===== src/rtl/vga_pkg.sv =====
// Shared types and default 640x480@60 timing for the VGA scan-out slice.
package vga_pkg;

  // Default raster timing, in pixels (horizontal) and lines (vertical).
  localparam int H_ACTIVE_DEF = 640;
  localparam int H_FP_DEF     = 16;
  localparam int H_SYNC_DEF   = 96;
  localparam int H_BP_DEF     = 48;
  localparam int V_ACTIVE_DEF = 480;
  localparam int V_FP_DEF     = 10;
  localparam int V_SYNC_DEF   = 2;
  localparam int V_BP_DEF     = 33;

  localparam logic [23:0] FILL_RGB_DEF = 24'hFF00FF;

  // Raster counter width; covers both 800 and 525 with margin.
  localparam int CNT_W = 11;

  typedef struct packed {
    logic [7:0] r;
    logic [7:0] g;
    logic [7:0] b;
  } rgb_t;

  typedef enum logic {
    RESYNC = 1'b0,
    RUN    = 1'b1
  } scan_state_t;

  // Increment that sticks at a ceiling instead of wrapping.
  function automatic logic [15:0] sat_inc(input logic [15:0] val, input logic [15:0] max);
    return (val >= max) ? max : val + 16'd1;
  endfunction

endpackage


===== src/rtl/vga_timing_gen.sv =====
// Pixel-enable phase, raster counters and region decode for the scan-out.
module vga_timing_gen
  import vga_pkg::*;
#(
  parameter int H_ACTIVE = H_ACTIVE_DEF,
  parameter int H_FP     = H_FP_DEF,
  parameter int H_SYNC   = H_SYNC_DEF,
  parameter int H_BP     = H_BP_DEF,
  parameter int V_ACTIVE = V_ACTIVE_DEF,
  parameter int V_FP     = V_FP_DEF,
  parameter int V_SYNC   = V_SYNC_DEF,
  parameter int V_BP     = V_BP_DEF
) (
  input  logic clk_clk,
  input  logic reset_reset_n,
  output logic phase,
  output logic active,
  output logic hs_n,
  output logic vs_n,
  output logic origin
);

  localparam int H_TOTAL = H_ACTIVE + H_FP + H_SYNC + H_BP;
  localparam int V_TOTAL = V_ACTIVE + V_FP + V_SYNC + V_BP;

  localparam logic [CNT_W-1:0] H_LAST = CNT_W'(H_TOTAL - 1);
  localparam logic [CNT_W-1:0] H_ACT  = CNT_W'(H_ACTIVE);
  localparam logic [CNT_W-1:0] H_SS   = CNT_W'(H_ACTIVE + H_FP);
  localparam logic [CNT_W-1:0] H_SE   = CNT_W'(H_ACTIVE + H_FP + H_SYNC);
  localparam logic [CNT_W-1:0] V_LAST = CNT_W'(V_TOTAL - 1);
  localparam logic [CNT_W-1:0] V_ACT  = CNT_W'(V_ACTIVE);
  localparam logic [CNT_W-1:0] V_SS   = CNT_W'(V_ACTIVE + V_FP);
  localparam logic [CNT_W-1:0] V_SE   = CNT_W'(V_ACTIVE + V_FP + V_SYNC);

  logic [CNT_W-1:0] h_cnt;
  logic [CNT_W-1:0] v_cnt;

  // Phase toggles every clock; counters step only on the phase==1 advance cycle.
  always_ff @(posedge clk_clk) begin
    if (!reset_reset_n) begin
      phase <= 1'b0;
      h_cnt <= '0;
      v_cnt <= '0;
    end else begin
      phase <= ~phase;
      if (phase) begin
        if (h_cnt == H_LAST) begin
          h_cnt <= '0;
          v_cnt <= (v_cnt == V_LAST) ? '0 : v_cnt + 1'b1;
        end else begin
          h_cnt <= h_cnt + 1'b1;
        end
      end
    end
  end

  // Region decode of the slot currently addressed by the counters.
  always_comb begin
    active = (h_cnt < H_ACT) && (v_cnt < V_ACT);
    hs_n   = !((h_cnt >= H_SS) && (h_cnt < H_SE));
    vs_n   = !((v_cnt >= V_SS) && (v_cnt < V_SE));
    origin = (h_cnt == '0) && (v_cnt == '0);
  end

endmodule


===== src/rtl/vga_scanout.sv =====
// VGA scan-out: pops one stream pixel per active slot, aligns frames on
// pix_sof, fills and counts on underflow, and registers all DAC outputs.
//
// Stream handshake: a pixel transfers on a clock where pix_valid and
// pix_ready are both high. pix_ready is combinational and is only raised on
// advance cycles where this block actually consumes the head pixel; pix_data
// and pix_sof are sampled in that same cycle.
module vga_scanout
  import vga_pkg::*;
#(
  parameter int          H_ACTIVE = H_ACTIVE_DEF,
  parameter int          H_FP     = H_FP_DEF,
  parameter int          H_SYNC   = H_SYNC_DEF,
  parameter int          H_BP     = H_BP_DEF,
  parameter int          V_ACTIVE = V_ACTIVE_DEF,
  parameter int          V_FP     = V_FP_DEF,
  parameter int          V_SYNC   = V_SYNC_DEF,
  parameter int          V_BP     = V_BP_DEF,
  parameter logic [23:0] FILL_RGB = FILL_RGB_DEF,
  parameter logic [15:0] CNT_MAX  = 16'hFFFF
) (
  input  logic        clk_clk,
  input  logic        reset_reset_n,
  input  logic [23:0] pix_data,
  input  logic        pix_sof,
  input  logic        pix_valid,
  output logic        pix_ready,
  input  logic        err_clr,
  output logic        underflow,
  output logic [15:0] underflow_cnt,
  output logic        frame_start,
  output logic [7:0]  vga_r,
  output logic [7:0]  vga_g,
  output logic [7:0]  vga_b,
  output logic        vga_hs,
  output logic        vga_vs,
  output logic        vga_blank,
  output logic        vga_sync,
  output logic        vga_vga_clk,
  output scan_state_t dbg_state
);

  logic        phase;
  logic        active;
  logic        hs_n;
  logic        vs_n;
  logic        origin;

  scan_state_t state;
  logic        pop;
  logic        uf_event;
  logic        goto_run;
  logic        goto_resync;
  rgb_t        rgb_nxt;
  rgb_t        rgb_q;
  logic        head_sof;

  vga_timing_gen #(
    .H_ACTIVE(H_ACTIVE), .H_FP(H_FP), .H_SYNC(H_SYNC), .H_BP(H_BP),
    .V_ACTIVE(V_ACTIVE), .V_FP(V_FP), .V_SYNC(V_SYNC), .V_BP(V_BP)
  ) u_timing (
    .clk_clk       (clk_clk),
    .reset_reset_n (reset_reset_n),
    .phase         (phase),
    .active        (active),
    .hs_n          (hs_n),
    .vs_n          (vs_n),
    .origin        (origin)
  );

  assign head_sof = pix_valid & pix_sof;

  // Per-slot decision: what to pop, what colour to show and where the FSM goes.
  always_comb begin
    pop         = 1'b0;
    uf_event    = 1'b0;
    goto_run    = 1'b0;
    goto_resync = 1'b0;
    rgb_nxt     = active ? rgb_t'(FILL_RGB) : rgb_t'(24'h0);
    if (phase) begin
      if (state == RESYNC) begin
        if (origin && head_sof) begin
          pop      = 1'b1;
          goto_run = 1'b1;
          rgb_nxt  = rgb_t'(pix_data);
        end else begin
          // Drain stale pixels; a sof head is held until the frame origin.
          pop = pix_valid & ~pix_sof;
        end
      end else if (active) begin
        if (origin && !head_sof) begin
          // Frame lost alignment: keep the head for the resync search.
          goto_resync = 1'b1;
        end else if (!pix_valid) begin
          uf_event = 1'b1;
        end else begin
          pop = 1'b1;
          if (pix_sof && !origin) begin
            goto_resync = 1'b1;
          end else begin
            rgb_nxt = rgb_t'(pix_data);
          end
        end
      end
    end
  end

  assign pix_ready = pop & reset_reset_n;

  // Stream FSM and registered DAC outputs, all updated on the advance cycle.
  always_ff @(posedge clk_clk) begin
    if (!reset_reset_n) begin
      state       <= RESYNC;
      rgb_q       <= '0;
      vga_hs      <= 1'b1;
      vga_vs      <= 1'b1;
      vga_blank   <= 1'b0;
      frame_start <= 1'b0;
    end else if (phase) begin
      if (goto_run) begin
        state <= RUN;
      end else if (goto_resync) begin
        state <= RESYNC;
      end
      rgb_q       <= rgb_nxt;
      vga_hs      <= hs_n;
      vga_vs      <= vs_n;
      vga_blank   <= active;
      frame_start <= origin;
    end else begin
      frame_start <= 1'b0;
    end
  end

  // Sticky underflow flag and saturating counter; clear wins over a new event.
  always_ff @(posedge clk_clk) begin
    if (!reset_reset_n) begin
      underflow     <= 1'b0;
      underflow_cnt <= '0;
    end else if (err_clr) begin
      underflow     <= 1'b0;
      underflow_cnt <= '0;
    end else if (uf_event) begin
      underflow     <= 1'b1;
      underflow_cnt <= sat_inc(underflow_cnt, CNT_MAX);
    end
  end

  assign vga_r       = rgb_q.r;
  assign vga_g       = rgb_q.g;
  assign vga_b       = rgb_q.b;
  assign vga_sync    = 1'b0;
  assign vga_vga_clk = phase;
  assign dbg_state   = state;

endmodule


===== config.mk =====
export PLATFORM = sky130hd
export DESIGN_NAME = vga_scanout
export DESIGN_NICKNAME = d
export VERILOG_FILES = /design/src/rtl/vga_pkg.sv /design/src/rtl/vga_timing_gen.sv /design/src/rtl/vga_scanout.sv
export SDC_FILE = /design/constraint.sdc
export NUM_CORES = 1
export LEC_CHECK = 0
export ABC_AREA = 1
export BUFFER_PORTS_ARGS = -buffer_cell sky130_fd_sc_hd__buf_2
export CORE_AREA = 4 4 122 124
export DETAILED_ROUTE_END_ITERATION = 12
export DIE_AREA = 0 0 126 128
export HOLD_SLACK_MARGIN = 0.05
export SLEW_MARGIN = 40
export SYNTH_ARGS = -nofsm -noshare
export SYNTH_HDL_FRONTEND = slang
export SYNTH_SLANG_ARGS = --single-unit

===== constraint.sdc =====
create_clock -name clk_clk -period 2.1 [get_ports clk_clk]
set_input_delay 0.105 -clock clk_clk [delete_from_list [all_inputs] [get_ports clk_clk]]
set_output_delay 0.105 -clock clk_clk [all_outputs]
set_load 0.01 [all_outputs]

==> impl_results.md, run 1 <==
- Per-cell routed wire length: 11.9 um
- Max clock buf depth: 2
- Post-synth top flop: dfxtp_1
- Most numerous cell in the Yosys netlist: nand2_1
- Final GP Congestion: 0.843
- Non-filler cells, final: 903
- Row count: 43
- TritonRoute pass-1 iters: 5
- Crit path max fanout: 4
- Syn_nets: 663
- H-tree Lvls: 3
- Die footprint: 0.0161 mm^2
- Avg Cell Area, Syn: 6.46 um^2
- Via/cell ratio: 4.56
- Int Power: 2.47 mW
- Status: finished, final reports clean
- DP HPWL: 7920 um
- TritonCTS buffer count: 9
- GR Util All Layers: 13.7%
- IO buf count: 76
- Fmax: 0.513 GHz
- Final setup viols: 0
- Final setup TNS: 0 ps
- Final hold violation count: 0
- Synth top area cells: dfxtp_1, nand2_1, nor2_1, nand3_1, inv_1
- Initial DRC count: 274
- Slew headroom: 64.1%
- Area grow syn2layout: 23.8%
- Number of max-cap violations: 0
- Fillers: 1,537
- Sw Ratio: 25.8%
- Top cells by count, synth: nand2_1, nor2_1, dfxtp_1
- Worst Reg2Reg Path Length in Cells: 12
- Synth cell types: 40
- Largest net degree at the start of global routing: 27
- Routed WL: 10,700 um
- Total power: 3.33 mW
- CP Launch Type: flip-flop
- Crit share post-route: 92.8%
- Routed vias: 4,116
- Vias in the first global route: 3,803
- Seq/Total Area, Yosys: 34.0%
- TritonCTS Sinks: 69
- Minimum clock period: 1950 ps
- Clock share of power: 45.6%
- Layout cells sized above 1: 22.4%
- Hold Crit Class: input port to flip-flop
- Max VDD drop: 0.000463 V
- End-of-flow core utilization: 36.5%
- Pre-CTS setup slack: 191 ps
- TritonCTS clock tree: built
- First-pass GRT wire length: 18,200 um
- Core area: 0.0138 mm^2
- Final Hold Slack: 65.9 ps
- Final instance area: 0.00503 mm^2
- Synth async-reset ratio: 0%
- Post-synth EDFFs: 0
- Critical path class: flip-flop to primary output
- Worst-path clk slew: 60 ps
- Synth top area share: 34.0%
- Initial antenna violation count: 0
- Combinational power share: 13.1%
- Placement Cell Area: 0.00468 mm^2
- Clock skew: 8.66 ps
- Unrepaired setup endpoints after global routing: false
- Sequential Power Share: 41.3%
- Post-synth top area cell: dfxtp_1
- WHS Path Cells: 5
- #FFs+latches synth: 69
- Tightest Pin Transition: 537 ps
- Final ANT Viol Nets: 0
- Power per cell area: 663 mW/mm^2
- PnR worst setup slack: 152 ps
- Worst Path Required: 2000 ps
- # diodes: 0
- Critical path arrival: 1840 ps
- Dpl cells: 884
- Post-Syn Instances: 629
- Die Wd: 126 um
- Static Leak: 2.30 nW
- DIE HEIGHT: 128 um
- Nets: 752
- Worst-Skew Late Latency: 340 ps
- I/O Pins: 78
- Final Max Slew Viols: 0
- Yosys warnings: 0
- GR Overflow Total: 0
- Initial Utilization: 29.5%
- Mapped Area: 0.00407 mm^2
- Residual DRC: 0
- Clock root buffer: clkbuf_16
- CP endpoint kind: primary output
- Psw: 0.861 mW
## cell type report
| class | instances | area (um^2) | share of cell area (%) |
|---|---|---|---|
| multi-input cells | 482 | 2360 | 46.9 |
| flip-flops and latches | 69 | 1380 | 27.4 |
| repair buffers | 96 | 543 | 10.8 |
| clock buffers | 12 | 246 | 4.90 |
| inverters | 60 | 228 | 4.53 |
| well taps | 180 | 225 | 4.48 |
| clock inverters | 4 | 47.5 | 0.945 |
## sequential cells by signal (all words and copies together), names as in the netlist
| signal | count |
|---|---|
| u_timing.v_cnt | 11 |
| vga_blank | 1 |
| dbg_state | 1 |
| vga_r | 8 |
| vga_vs | 1 |
| frame_start | 1 |
| underflow | 1 |
| vga_g | 8 |
| u_timing.phase | 1 |
| vga_hs | 1 |
| vga_b | 8 |
| u_timing.h_cnt | 11 |
| underflow_cnt | 16 |
## critical path: stages (launching register included)
cell     delay (ps)
dfxtp_1         340
inv_2            70
ha_2            170
nand2_2          90
nor2_4          120
nand3_4         120
buf_12          150
nor2_8           90
inv_1            60
nand3_1          60
a21oi_1          70
buf_2           160
## power groups by stage
| stage | registers [mW] | clock network (mW) | logic [mW] |
|---|---|---|---|
| after floorplan | 1.42 | 0 | 0.257 |
| after global placement | 1.40 | 0 | 0.416 |
| after detailed placement | 1.40 | 0 | 0.415 |
| after CTS | 1.38 | 1.57 | 0.422 |
| after global routing | 1.38 | 1.62 | 0.498 |
| final | 1.38 | 1.52 | 0.436 |
## cells by family (layout without fill, tap and decap cells)
kind of cell | after synthesis | in the layout | share of synthesized area [%]
simple gates | 410 | 410 | 44.7
buf+inv | 78 | 172 | 8.62
flops | 69 | 69 | 34.0
compound gates | 54 | 54 | 8.46
xor+xnor | 12 | 12 | 2.59
fa+ha+maj | 5 | 5 | 1.54
other cells | 1 | 1 | 0.0922
## final timing paths
| check | from | to | slack, ps |
|---|---|---|---|
| worst max-delay path | u_timing.v_cnt[1] | pix_ready | 150 |
| worst min register to register | vga_b[5] | vga_b[5] | 450 |
| worst max register to register | u_timing.v_cnt[1] | underflow_cnt[10] | 160 |
| worst min-delay path | pix_data[9] | vga_g[1] | 70 |
## cell usage in the layout (no fill, tap or decap), types with 5 or more instances in the layout
master / synthesis / routed
o21ai_0: 16 / 15
clkbuf_16: 0 / 9
a21oi_1: 16 / 16
nor2_4: 3 / 5
a21oi_2: 11 / 11
nand3_1: 51 / 51
xor2_1: 9 / 9
dfxtp_1: 69 / 69
nand2_1: 221 / 219
buf_2: 5 / 76
inv_1: 54 / 51
nor2_1: 74 / 71
nand4_1: 10 / 10
nand2_2: 13 / 15
buf_4: 2 / 19
nor3_1: 21 / 21
## per-layer routing
metal / vias up / wire (um) / global-route usage (%)
met1: 1835 / 5090 / 17.7
met5: - / 0 / 0
li1: 2175 / - / -
met3: 12 / 731 / 4.08
met4: 0 / 198 / 6.06
met2: 94 / 4710 / 21.3
## what timing repair did
item	4_1_cts	5_1_grt
gates resized for setup	1	11
hold buffers	0	0
endpoints found under the hold margin	0	0
buffers inserted	1	2
pin swaps	1	4
endpoints found under the setup margin	1	25
(Power assumes the default switching activity.)
==> run 2: changes to the inputs <==
--- a/config.mk
+++ b/config.mk
@@ -11,6 +11,7 @@
 export DETAILED_ROUTE_END_ITERATION = 12
 export DIE_AREA = 0 0 126 128
 export HOLD_SLACK_MARGIN = 0.05
+export RECOVER_POWER = 50
 export SLEW_MARGIN = 40
 export SYNTH_ARGS = -nofsm -noshare
 export SYNTH_HDL_FRONTEND = slang
==> impl_results.md, run 2 (synthesized netlist as in run 1, its figures left out) <==
- Status: finished, final reports clean
- Hold Crit Class: input port to flip-flop
- Reg2reg setup slack: 160 ps
- Initial Utilization: 29.5%
- Row count: 43
- Fillers: 1,552
- Routed WL: 10,700 um
- Worst-path clk slew: 60 ps
- Initial DRC count: 264
- CP Launch Type: flip-flop
- IO buf count: 76
- GR Overflow Total: 0
- First-pass GRT wire length: 18,200 um
- Max FFs per register: 16
- Crit path max fanout: 4
- Worst Reg2Reg Path Length in Cells: 12
- Die Wd: 126 um
- CTS hold repair buffers: 0
- Initial antenna violation count: 0
- Final ANT Viol Nets: 0
- CP endpoint kind: primary output
- Worst r2r src: u_timing.v_cnt[1]
- Top reg by flops: underflow_cnt
- Static Leak: 2.11 nW
- Tightest Pin Transition: 1140 ps
- TritonCTS clock tree: built
- Area grow syn2layout: 22.1%
- Minimum clock period: 1950 ps
- Final GP Congestion: 0.843
- Critical path class: flip-flop to primary output
- Core area: 0.0138 mm^2
- Critical path arrival: 1840 ps
- TritonRoute pass-1 iters: 4
- Clock skew: 11.3 ps
- DP HPWL: 7920 um
- I/O Pins: 78
- Die footprint: 0.0161 mm^2
- Nets: 752
- Clock root buffer: clkbuf_16
- Final setup viols: 0
- Number of max-cap violations: 0
- Top flop regs: underflow_cnt (16), u_timing.h_cnt (11), u_timing.v_cnt (11)
- Crit. Startpoint: u_timing.v_cnt[1]
- Largest net degree at the start of global routing: 27
- TritonCTS Sinks: 69
- Worst-Skew Late Latency: 340 ps
- Worst Path Required: 2000 ps
- Total power: 3.32 mW
- Slew headroom: 24.3%
- H-tree Lvls: 3
- GR Util All Layers: 13.7%
- R2R Path End: underflow_cnt[10]
- Final setup TNS: 0 ps
- Max VDD drop: 0.000456 V
- Most common cell after layout, fill and taps aside: nand2_1
- DIE HEIGHT: 128 um
- Layout cells sized above 1: 15.5%
- Per-cell routed wire length: 11.9 um
- Crit share post-route: 92.8%
- Final instance area: 0.00496 mm^2
- Residual DRC: 0
- Final hold violation count: 0
- TritonCTS buffer count: 9
- Most frequent cells in the layout: nand2_1, nor2_1, dfxtp_1
- Via/cell ratio: 4.52
- Setup crit end: pix_ready
- Routed vias: 4,079
- Placement Cell Area: 0.00468 mm^2
- Final Max Slew Viols: 0
- Unrepaired setup endpoints after global routing: false
- Fmax: 0.513 GHz
- Max clock buf depth: 2
- # diodes: 0
- Vias in the first global route: 3,803
- Power per cell area: 669 mW/mm^2
## run 2: cell count changes in the layout (fill, tap and decap cells not counted)
| cell | previous run | this run |
|---|---|---|
| nor2_2 | 4 | 3 |
| buf_4 | 19 | 17 |
| clkbuf_1 | 2 | 51 |
| buf_2 | 76 | 29 |
| nor2_1 | 71 | 72 |
## run 2: layer usage
| metal | up-vias | GRT usage [%] | part of all wire [%] |
|---|---|---|---|
| met2 | 84 | 21.3 | 45 |
| met5 | - | 0 | 0 |
| met4 | 0 | 6.06 | 1.3 |
| met3 | 8 | 4.08 | 6.5 |
| li1 | 2177 | - | - |
| met1 | 1810 | 17.7 | 48 |
## run 2: final cells by class
class | count | area (um^2) | share of cell area [%]
clock buffers | 12 | 246 | 4.97
inverters | 60 | 228 | 4.59
well taps | 180 | 225 | 4.54
flip-flops and latches | 69 | 1380 | 27.8
repair buffers | 96 | 477 | 9.60
clock inverters | 4 | 47.5 | 0.958
multi-input cells | 482 | 2360 | 47.5
## run 2: worst min-delay path by stage
stage	start	endpoint	cells past startpoint	slack [ps]
final	pix_data[9]	vga_g[1]	5	70
after global routing	pix_data[11]	vga_g[3]	5	90
after CTS	pix_data[9]	vga_g[1]	5	50
after detailed placement	pix_data[14]	vga_g[6]	5	420
after global placement	pix_data[12]	vga_g[4]	5	420
after floorplan	reset_reset_n	dbg_state	2	250
## run 2: through the flow
stage | utilization (%) | worst slack [ps] | instances | hold WS (ps)
floorplan | - | 351 | 629 | 247
global route | 36.0 | 6.16 | 903 | 93.0
detailed placement | 34.0 | 191 | 884 | 420
finish | 36.0 | 151 | 903 | 65.9
global placement | 34.0 | 249 | 884 | 416
CTS | 36.2 | 14.9 | 901 | 53.2
## run 2: critical path, stage by stage, from the launching register on
cell	delay, ps
dfxtp_1	350
inv_2	70
ha_2	170
nand2_2	90
nor2_4	120
nand3_4	110
buf_12	150
nor2_8	90
inv_1	60
nand3_1	60
a21oi_1	70
buf_2	160
## run 2: what timing repair did
item	4_1_cts	5_1_grt
endpoints found under the setup margin	1	25
pin swaps	1	4
gates cloned	0	0
setup buffers	1	2
resized for setup	1	11
## run 2: report_power, final
group	switching, mW	internal [mW]
combinational	0.262	0.160
clock	0.574	0.948
sequential	0.0241	1.35
total	0.860	2.46
==> run 3: changes to the inputs <==
--- a/config.mk
+++ b/config.mk
@@ -8,6 +8,7 @@
 export ABC_AREA = 1
 export BUFFER_PORTS_ARGS = -buffer_cell sky130_fd_sc_hd__buf_2
 export CORE_AREA = 4 4 122 124
+export CTS_BUF_LIST = sky130_fd_sc_hd__clkbuf_4 sky130_fd_sc_hd__clkbuf_8
 export DETAILED_ROUTE_END_ITERATION = 12
 export DIE_AREA = 0 0 126 128
 export HOLD_SLACK_MARGIN = 0.05
==> impl_results.md, run 3 (synthesized netlist as in run 1, its figures left out) <==
- Status: finished, final reports clean
- Sequential Power Share: 46.6%
- Clock share of power: 38.6%
- Number of max-cap violations: 0
- Most common cell after layout, fill and taps aside: nand2_1
- Via/cell ratio: 4.50
- Pre-CTS setup slack: 191 ps
- CP Launch Type: flip-flop
- Core area: 0.0138 mm^2
- Power per cell area: 591 mW/mm^2
- CP endpoint kind: primary output
- Placement Cell Area: 0.00468 mm^2
- Die Wd: 126 um
- Area grow syn2layout: 22.9%
- DIE HEIGHT: 128 um
- PnR worst setup slack: 132 ps
- Total power: 2.95 mW
- Top reg by flops: underflow_cnt
- I/O Pins: 78
- Static Leak: 2.12 nW
- Critical path class: flip-flop to primary output
- Fmax: 0.508 GHz
- Fillers: 1,551
- Crit share post-route: 93.7%
- GR Util All Layers: 14.0%
- H-tree Lvls: 3
- Nets: 762
- Clock skew: 13.8 ps
- Psw: 0.827 mW
- Int Power: 2.13 mW
- Top flop regs: underflow_cnt (16), u_timing.h_cnt (11), u_timing.v_cnt (11)
- Clock root buffer: clkbuf_8
- Final instance area: 0.00499 mm^2
- Minimum clock period: 1970 ps
- Largest net degree at the start of global routing: 27
- Final GP Congestion: 0.843
- Worst-path clk slew: 80 ps
- Row count: 43
- Initial DRC count: 229
- DP HPWL: 7920 um
- GR Overflow Total: 0
- Residual DRC: 0
- IO buf count: 76
- Initial antenna violation count: 0
- Final Max Slew Viols: 0
- Crit path max fanout: 5
- Hold Crit Class: input port to flip-flop
- Worst Path Required: 2000 ps
- Max FFs per register: 16
- Final ANT Viol Nets: 0
- Die footprint: 0.0161 mm^2
- Per-cell routed wire length: 11.9 um
- TritonRoute pass-1 iters: 4
- Combinational power share: 14.8%
- Max VDD drop: 0.000272 V
- Routed vias: 4,105
- # diodes: 0
- Most frequent cells in the layout: nand2_1, nor2_1, dfxtp_1
- Final setup viols: 0
- Layout cells sized above 1: 16.4%
- Slew headroom: 23.3%
- Final setup TNS: 0 ps
- Critical path arrival: 1860 ps
- Max clock buf depth: 2
- Worst-Skew Late Latency: 370 ps
- Sw Ratio: 28.0%
- Tightest Pin Transition: 1150 ps
- Routed WL: 10,900 um
- TritonCTS Sinks: 69
- TritonCTS clock tree: built
- Initial Utilization: 29.5%
- First-pass GRT wire length: 18,500 um
- Vias in the first global route: 3,817
- TritonCTS buffer count: 9
- Final hold violation count: 0
- Final Hold Slack: 85.4 ps
[run 3: changes by cell type in the layout (fill, tap and decap cells not counted), moves of 2 or more]
cell,delta
ha_4,+2
clkbuf_16,-9
clkbuf_8,+9
dfxtp_2,+3
dfxtp_1,-3
clkbuf_4,+2
dlygate4sd3_1,+8
ha_2,-2
[run 3: layout make-up]
| type | count | area, um^2 | area share, % |
|---|---|---|---|
| clock buffers | 12 | 153 | 3.06 |
| clock inverters | 4 | 47.5 | 0.952 |
| inverters | 60 | 228 | 4.56 |
| multi-input cells | 482 | 2390 | 47.8 |
| flip-flops and latches | 69 | 1390 | 27.7 |
| well taps | 180 | 225 | 4.51 |
| repair buffers | 106 | 568 | 11.4 |
[run 3: final timing paths]
| check | from | end | slack (ps) | depth (start not counted) |
|---|---|---|---|---|
| worst max-delay path | u_timing.h_cnt[6] | pix_ready | 130 | 10 |
| worst min-delay path | reset_reset_n | dbg_state | 90 | 3 |
| worst max register to register | u_timing.h_cnt[6] | underflow_cnt[1] | 180 | 11 |
| worst min register to register | vga_b[5] | vga_b[5] | 450 | 2 |
[run 3: repair_timing]
item,4_1_cts,5_1_grt
gates cloned,0,0
gates resized for setup,2,17
setup buffers,1,4
hold endpoints to repair,8,0
pin swaps,2,5
hold buffers,8,0
endpoints found under the setup margin,1,17
[run 3: through the flow]
step | utilization, % | instances
finish | 36.3 | 913
detailed placement | 34.0 | 884
CTS | 36.1 | 909
global placement | 34.0 | 884
floorplan | - | 629
global route | 36.3 | 913
[run 3: power by group through the flow]
stage,Combinational (mW),Clock [mW],Sequential [mW]
6_report,0.438,1.14,1.38
4_1_cts,0.436,1.18,1.38
2_1_floorplan,0.257,0,1.42
5_1_grt,0.501,1.23,1.38
3_3_place_gp,0.416,0,1.40
3_5_place_dp,0.415,0,1.40
[run 3: routing by layer]
layer	up-vias	GRT usage, %	part of all wire (%)
li1	2190	-	-
met1	1819	18.0	47
met2	83	21.7	44
met3	13	4.46	6.3
met4	0	6.25	2.1
met5	-	0	0
[run 3: critical path, stage by stage (launching register included)]
cell     delay [ps]
dfxtp_1         370
nor2_2          180
nand2_2         100
nor2_4          140
nand3_4         110
buf_12          150
nor2_8           90
inv_1            60
nand3_1          60
a21oi_1          70
buf_2           160
